[src/rtl/mem_access_unit.sv]
// rtl/mem_access_unit.sv - load/store front end: MMU translation then one req/ack bus transaction
`ifndef MEM_ACCESS_T
`define MEM_ACCESS_T logic [1:0]
`define MEM_ACCESS_R 2'd0
`define MEM_ACCESS_W 2'd1
`define MEM_ACCESS_X 2'd2
`endif
`ifndef MMU_EXCEPTION_T
`define MMU_EXCEPTION_T logic [2:0]
`define MMU_EXCEPTION_NONE        3'd0
`define MMU_EXCEPTION_TLBMODIFIED 3'd1
`define MMU_EXCEPTION_TLBMISS     3'd2
`define MMU_EXCEPTION_ADDRERR     3'd3
`endif

module mem_access_unit #(
    parameter int TIMEOUT_CYCLES = 256,
    parameter int CNT_WIDTH      = 9
) (
    input  logic                  clk,
    input  logic                  res,
    input  logic                  req_valid,
    output logic                  req_ready,
    input  logic [31:0]           req_vaddr,
    input  `MEM_ACCESS_T          req_type,
    input  logic [31:0]           req_wdata,
    input  logic [3:0]            req_byteEn,
    input  logic                  flush,
    output logic                  rsp_valid,
    output logic [31:0]           rsp_rdata,
    output logic [1:0]            rsp_status,
    output `MMU_EXCEPTION_T       rsp_exception,
    output logic [31:0]           rsp_badVAddr,
    output logic                  mmu_addrValid,
    output logic [31:0]           mmu_vAddr,
    output `MEM_ACCESS_T          mmu_accessType,
    input  logic [31:0]           mmu_pAddr,
    input  `MMU_EXCEPTION_T       mmu_exception,
    output logic                  bus_req,
    output logic                  bus_we,
    output logic [31:0]           bus_addr,
    output logic [31:0]           bus_wdata,
    output logic [3:0]            bus_byteEn,
    input  logic                  bus_ack,
    input  logic                  bus_err,
    input  logic [31:0]           bus_rdata
);

    typedef enum logic [1:0] {S_IDLE, S_CHECK, S_BUS, S_RESP} state_t;

    localparam logic [CNT_WIDTH-1:0] CNT_LAST = CNT_WIDTH'(TIMEOUT_CYCLES - 1);

    state_t               state, state_nx;
    logic [CNT_WIDTH-1:0] cnt;
    logic [31:0]          lat_vaddr;
    `MEM_ACCESS_T         lat_type;
    logic [31:0]          lat_wdata;
    logic [3:0]           lat_byte_en;
    logic                 drop;
    logic                 accept;
    logic                 mmu_fault;
    logic                 timed_out;
    logic                 silent;

    assign accept    = req_valid && req_ready;
    assign mmu_fault = (mmu_exception != `MMU_EXCEPTION_NONE);
    assign timed_out = (cnt == CNT_LAST);
    // A response is silenced by a flush seen earlier in BUS or by one arriving right now.
    assign silent    = drop || flush;

    always_ff @(posedge clk or negedge res) begin
        if (!res) state <= S_IDLE;
        else      state <= state_nx;
    end

    always_comb begin
        state_nx = state;
        case (state)
            S_IDLE:  if (accept) state_nx = S_CHECK;
            S_CHECK: begin
                if (flush)          state_nx = S_IDLE;
                else if (mmu_fault) state_nx = S_RESP;
                else                state_nx = S_BUS;
            end
            S_BUS:   if (bus_ack || bus_err || timed_out) state_nx = S_RESP;
            S_RESP:  state_nx = S_IDLE;
            default: state_nx = S_IDLE;
        endcase
    end

    always_comb begin
        req_ready      = res && (state == S_IDLE);
        mmu_addrValid  = req_ready && req_valid;
        mmu_vAddr      = req_ready ? req_vaddr : 32'd0;
        mmu_accessType = req_ready ? req_type : `MEM_ACCESS_R;
        bus_req        = (state == S_BUS);
        rsp_valid      = (state == S_RESP) && !silent;
    end

    always_ff @(posedge clk or negedge res) begin
        if (!res) begin
            cnt           <= '0;
            lat_vaddr     <= '0;
            lat_type      <= `MEM_ACCESS_R;
            lat_wdata     <= '0;
            lat_byte_en   <= '0;
            drop          <= 1'b0;
            rsp_rdata     <= '0;
            rsp_status    <= 2'd0;
            rsp_exception <= `MMU_EXCEPTION_NONE;
            rsp_badVAddr  <= '0;
            bus_we        <= 1'b0;
            bus_addr      <= '0;
            bus_wdata     <= '0;
            bus_byteEn    <= '0;
        end else begin
            case (state)
                S_IDLE: if (accept) begin
                    lat_vaddr   <= req_vaddr;
                    lat_type    <= req_type;
                    lat_wdata   <= req_wdata;
                    lat_byte_en <= req_byteEn;
                    drop        <= 1'b0;
                end
                S_CHECK: if (!flush) begin
                    rsp_exception <= mmu_exception;
                    if (mmu_fault) begin
                        rsp_status   <= 2'd1;
                        rsp_badVAddr <= lat_vaddr;
                    end else begin
                        bus_addr   <= mmu_pAddr;
                        bus_we     <= (lat_type == `MEM_ACCESS_W);
                        bus_wdata  <= lat_wdata;
                        bus_byteEn <= lat_byte_en;
                        cnt        <= '0;
                    end
                end
                S_BUS: begin
                    if (flush) drop <= 1'b1;
                    if (bus_ack || bus_err || timed_out) begin
                        if (!silent) begin
                            rsp_badVAddr <= lat_vaddr;
                            if (bus_ack) begin
                                rsp_rdata  <= bus_rdata;
                                rsp_status <= 2'd0;
                            end else if (bus_err) begin
                                rsp_status <= 2'd2;
                            end else begin
                                rsp_status <= 2'd3;
                            end
                        end
                    end else begin
                        cnt <= cnt + 1'b1;
                    end
                end
                default: ;
            endcase
        end
    end

endmodule

[config.mk]
export PLATFORM = sky130hd
export DESIGN_NAME = mem_access_unit
export DESIGN_NICKNAME = d
export VERILOG_FILES = /design/src/rtl/mem_access_unit.sv
export SDC_FILE = /design/constraint.sdc
export NUM_CORES = 1
export LEC_CHECK = 0
export ABC_AREA = 1
export CAP_MARGIN = 30
export CORE_MARGIN = 5
export CORE_UTILIZATION = 45
export CTS_BUF_LIST = sky130_fd_sc_hd__clkbuf_2 sky130_fd_sc_hd__clkbuf_4 sky130_fd_sc_hd__clkbuf_8
export CTS_CLUSTER_DIAMETER = 50
export DETAILED_ROUTE_END_ITERATION = 10
export PLACE_DENSITY_LB_ADDON = 0.12
export SLEW_MARGIN = 5
export SYNTH_ARGS = -nofsm -noshare
export SYNTH_HDL_FRONTEND = slang
export SYNTH_SLANG_ARGS = --single-unit
[constraint.sdc]
create_clock -name clk -period 3.1 [get_ports clk]
set_clock_uncertainty 0.1 [all_clocks]
set_input_delay 0.62 -clock clk [delete_from_list [all_inputs] [get_ports clk]]
set_output_delay 0.62 -clock clk [all_outputs]
set_load 0.01 [all_outputs]
# Word level (Yosys, flattened, before mapping)
# Index checks and enable logic that the tools add are counted.
# totals
regBits	220
latchBits	0
mem_bits_rw	0
rom_bits	0
input_bits	143
elab_cells	77
n_memories	0
# op_classes
n_addsub	1
multipliers	0
div	0
order_cmp	0
eq_ne	13
n_shift	0
muxes	26
bitwise	3
reduce_logical	19
# ops
operator	count
$mux 32	5
$pmux 32 s2	1
$mux 9	3
$mux 2	9
$pmux 9 s2	1
$ne 2x2->1 const B	7
$add 9x1->9 const B	1
$eq 9x8->1 const B	1
$pmux 2 s4	1
$reduce_and 4->1	2
$reduce_and 2->1	3
$reduce_and 3->1	2
$reduce_and 5->1	1
$eq 2x1->1 const B	2
$eq 2x2->1 const B	2
$mux 1	4
$pmux 2 s2	1
$reduce_bool 2->1	2
$logic_and 1x1->1	3
$logic_or 1x1->1	3
$not 1->1	3
$reduce_bool 3->1	1
$logic_not 2->1	1
$ne 2x1->1 const B	1
other kinds (2)	2

# Longest topological paths before layout
# depth
depth_word	5
mapped_depth	12
depth_no_buf	11

# Least setup slack after synthesis
# No wires, ideal clock.
# synth_timing
path_kind	reg-to-reg
startpoint	register cnt[0]
endpoint	register rsp_status[1]
setup_ns	0.116
arrival_time_ns	1.681
slack_ns	1.203
path_stages_with_launch	13
n_path_buf	1
synth_period_minus_slack_ns	1.897
path_cell_list	dfrtp_1 -> ha_1 -> nand3_1 -> nor4_1 -> ha_1 -> inv_1 -> nand3_4 -> inv_4 -> nor2_8 -> nand2_4 -> buf_6 -> nand2_2 -> nand2_1
# synth_via
elab_chain_cells	4
# synth_rtl
item	line_no	rtl
start: declaration	54	logic [CNT_WIDTH-1:0] cnt;
start signal: assignment	153	cnt <= cnt + 1'b1;
$eq 9x8->1	67	assign timed_out = (cnt == CNT_LAST);
$logic_or 1x1->1	140	if (bus_ack || bus_err || timed_out) begin
$ne 2x1->1 (no line)	n/a	
$reduce_and 5->1 (no line)	n/a	
end signal: assignment	145	rsp_status <= 2'd0;
end signal: assignment	147	rsp_status <= 2'd2;
end signal: assignment	149	rsp_status <= 2'd3;
end: declaration	31	output logic [1:0] rsp_status,
# Every way passes these cells.
# A chain may end at the register's enable or synchronous reset.

# Worst setup path in the final report
# layout_timing
startpoint	register state[0]
endpoint	output port mmu_addrValid
# layout_via
elab_chain_cells	3
# layout_rtl
item	line_no	rtl
start: declaration	53	state_t state, state_nx;
start signal: assignment	73	else state <= state_nx;
$logic_not 2->1	92	req_ready = res && (state == S_IDLE);
$logic_and 1x1->1	92	
$logic_and 1x1->1	93	mmu_addrValid = req_ready && req_valid;
end: declaration	34	output logic mmu_addrValid,
# Every way passes these cells.

==> tab_implementation.tex <==
\begin{tabular}{lr}
\hline
Metric & Value \\
\hline
\multicolumn{2}{l}{\textbf{Outcome}} \\
Outcome & complete, no violations \\
\multicolumn{2}{l}{\textbf{Detailed routing}} \\
Avg Vias per Cell & between 4 and 5 \\
Final Routed Wirelength & 24,200 µm \\
Residual DRC & 0 \\
First-pass detailed-route iteration total & 5 \\
Per-cell routed wire length & 14.7 µm \\
Number of vias after detailed routing & 7,532 \\
Violation count after the first detailed-routing iteration & 289 \\
Remaining antenna violation count after routing & 0 \\
\multicolumn{2}{l}{\textbf{Floorplan}} \\
Effective utilization at floorplan & 45.8\% \\
Core Area & 19,500 µm² \\
Total Die Area & 22,800 µm² \\
I/O pin count & roughly 320 \\
Die span in x & 151 µm \\
Number of rows in the core area & 51 \\
Die Height & roughly 150 µm \\
\multicolumn{2}{l}{\textbf{CTS}} \\
Htree depth & 2 \\
Clock tree from TritonCTS & yes \\
Cell at the root of the clock tree & sky130\_fd\_sc\_hd\_\_clkbuf\_8 \\
Maximum buffer depth of the clock tree & 3 \\
Clock sink count & 220 \\
Number of buffers inserted during clock tree synthesis & 39 \\
Clock-pin transition on the worst setup and hold timing paths & 0.06 ns \\
Insertion delay to the later sink of the worst-skew pair & 0.51 ns \\
Resize count post-CTS & 0 \\
\multicolumn{2}{l}{\textbf{Layout}} \\
Net total in the final layout & roughly 1,500 \\
Most frequent standard cell in the layout excluding fill and tap cells & sky130\_fd\_sc\_hd\_\_nand2\_1 \\
Antenna diode instance count & 0 \\
Fraction of layout instances using a drive strength above 1 & $\sim$8.1\% \\
Highest-count cells in the layout ignoring fill and taps & 481 x sky130\_fd\_sc\_hd\_\_nand2\_1, 317 x sky130\_fd\_sc\_hd\_\_clkdlybuf4s50\_1, 220 x sky130\_fd\_sc\_hd\_\_dfrtp\_1, 78 x sky130\_fd\_sc\_hd\_\_inv\_1, 64 x sky130\_fd\_sc\_hd\_\_o21ai\_0 \\
Area growth from synthesis to layout & 48.6\% \\
\multicolumn{2}{l}{\textbf{Global route}} \\
Initial antenna violation count & 1 \\
Grt total ovfl & 0 \\
Total global routing track utilization & 21.3\% \\
Wire length of the first global-routing pass & approximately 39,000 µm \\
Via count of the first global-routing pass & 7,554 \\
Maximum number of pins on one net before global-route repair & 76 \\
\multicolumn{2}{l}{\textbf{Timing}} \\
Setup repair after global routing missed its margin & no \\
Measured slew at the worst slew-check pin & 0.884 ns \\
Number of hold-slack violations in the final timing report & 0 \\
Worst hold slack across all endpoints & 0.150 ns \\
Highest clock frequency the design can meet & 349 MHz \\
Share of the cycle needed by the critical path after routing & 92.5\% \\
Count of final setup violators & 0 \\
Final-report max-slew violation count & 0 \\
Setup TNS & 0 ns \\
Final period demand of the worst path & about 2.9 ns \\
Headroom to the max-slew limit & 41.0\% \\
\multicolumn{2}{l}{\textbf{Setup path}} \\
Kind of capture point of the worst setup path & primary output \\
Flop2flop setup slack & around 0.45 ns \\
R2R Path Start & cnt[0] \\
Timing startpoint of the critical path & state[0] \\
Number of cells on the worst reg-to-reg path & 11 \\
CP Cell Sequence & nor2\_1, nand2\_2, buf\_12, nor2\_4, clkdlybuf4s50\_1 \\
Critical setup path kind & reg2out \\
Arrival time reported for the critical path endpoint & 2.15 ns \\
Family of cells with the greatest summed delay on the critical path & buffers and inverters \\
Longest individual stage delay on the worst path & approximately 0.66 ns \\
Largest fanout of any net on the critical path & 36 \\
Crit path launch type & flop \\
Required @ worst endpoint & 2.38 ns \\
Buffers \& Inverters on Critical Path & 2 \\
Number of stages on the worst setup path & 5 \\
Slowest library cell on the worst path & sky130\_fd\_sc\_hd\_\_clkdlybuf4s50\_1 \\
\multicolumn{2}{l}{\textbf{Place}} \\
Number of port buffers & 318 \\
DPL Wire Length & around 17,000 µm \\
Final estimated routing congestion in global placement & 0.778 \\
\multicolumn{2}{l}{\textbf{Synth}} \\
Post-Syn Area per Cell & 8.68 µm² \\
Area share of the largest cell type after synthesis & approximately 60\% \\
Syn\_nets & 1,175 \\
Cell taking the most area after synthesis & sky130\_fd\_sc\_hd\_\_dfrtp\_1 \\
Number of distinct library cells after synthesis & 29 \\
Synth top area cells & sky130\_fd\_sc\_hd\_\_dfrtp\_1 62\%, sky130\_fd\_sc\_hd\_\_nand2\_1 20\%, sky130\_fd\_sc\_hd\_\_o21ai\_0 3.6\%, sky130\_fd\_sc\_hd\_\_inv\_1 3.3\%, sky130\_fd\_sc\_hd\_\_nand3\_1 2.3\% \\
Flops \& latches, synth & 220 \\
Sequential element share of the synthesized area & 61.6\% \\
Post-Syn Instances & 1,030 \\
Netlist area before placement & 8940 µm² \\
Count of yosys warnings during synthesis & 0 \\
\multicolumn{2}{l}{\textbf{Pwr}} \\
Leakage Power & 6.70 nW \\
Cell internal power dissipation & 8.26 mW \\
Part of the power in registers & about two fifths \\
Net switching power figure & 4.22 mW \\
Proportion of total power due to net switching & 33.8\% \\
Peak ir drop on the vdd network & 0.518 mV \\
Portion of total power attributed to the clock network & 23.4\% \\
Total power divided by cell area & approximately 940 nW/µm² \\
Combinational power share & a little under two fifths \\
\multicolumn{2}{l}{\textbf{Flow run}} \\
Max capacitance violation total & 0 \\
\multicolumn{2}{l}{\textbf{Worst hold path}} \\
Hold Path Class & in2async \\
\hline
\end{tabular}
-- worst paths after layout --
kind	end
setup / recovery	mmu_addrValid
hold / removal	lat_vaddr[8]
setup reg to reg	rsp_badVAddr[21]
hold reg to reg	bus_wdata[6]
max in group asynchronous	lat_wdata[5]
min in group clk	bus_wdata[6]
-- flip-flops by register name (all words and copies together) (netlist names), named ones only --
signal	flops
bus_addr	32
bus_wdata	32
lat_vaddr	32
lat_wdata	32
rsp_badVAddr	32
rsp_rdata	32
cnt	9
bus_byteEn	4
lat_byte_en	4
rsp_exception	3
lat_type	2
rsp_status	2
bus_we	1
drop	1
state	1
-- metrics by stage --
step                utilization, %  power (mW)  instances  cell area [µm²]  setup WS (ns)
floorplan                        -        7.08       1030             8940           1.20
global placement              63.3        9.53       1578            12400          0.425
detailed placement            63.3        9.66       1578            12400          0.357
CTS                           67.8        12.7       1647            13200          0.166
global route                  68.0        13.4       1649            13300          0.114
finish                        68.0        12.5       1649            13300          0.233
-- cell usage after synthesis (all sizes together) --
master and n:
o21bai 1, nor3 2, clkbuf 16, nand3b 1, ha 2, nor2 54, a21oi 1, nor4 2
o21ai 74, clkinv 1, dfrtp 220, nand2 495, inv 82, buf 33, nand3 43, xor2 3
-- cell families after synthesis --
| logic type | Yosys count | share of synthesized area, % |
|---|---|---|
| buffers and inverters | 132 | 6.47 |
| adder cells (fa/ha/maj) | 2 | 0.280 |
| AND/OR/NAND/NOR | 597 | 27.1 |
| XOR/XNOR | 3 | 0.294 |
| flip-flops | 220 | 61.6 |
| AO/OA/AOI/OAI | 76 | 4.28 |
-- power by group through the flow --
stage | sequential [mW] | combinational [mW] | clock, mW
6_report | 4.83 | 4.73 | 2.92
2_1_floorplan | 5.13 | 1.95 | 0
4_1_cts | 4.83 | 4.82 | 3.00
3_3_place_gp | 4.82 | 4.70 | 0
5_1_grt | 5.00 | 5.29 | 3.14
3_5_place_dp | 4.85 | 4.81 | 0
-- repair_timing --
item / in CTS / in global routing
hold buffers: 1 / 0
setup buffers: 0 / 0
endpoints found under the hold margin: 23 / 0
-- layer usage --
metal | global-route usage [%] | part of all wire [%]
met5 | 0 | 0.054
met4 | 5.98 | 1.5
met3 | 7.93 | 10
met2 | 33.8 | 46
met1 | 27.6 | 42
-- final cells by class --
cell class / instances / area (µm²)
Clock buffer: 62 / 785
Clock inverter: 6 / 80.1
Fill cell: 1605 / 6240
Inverter: 83 / 315
Multi-Input combinational cell: 678 / 2860
Sequential cell: 220 / 5510
Tap cell: 265 / 332
Timing Repair Buffer: 335 / 3410
(Power assumes the default switching activity.)
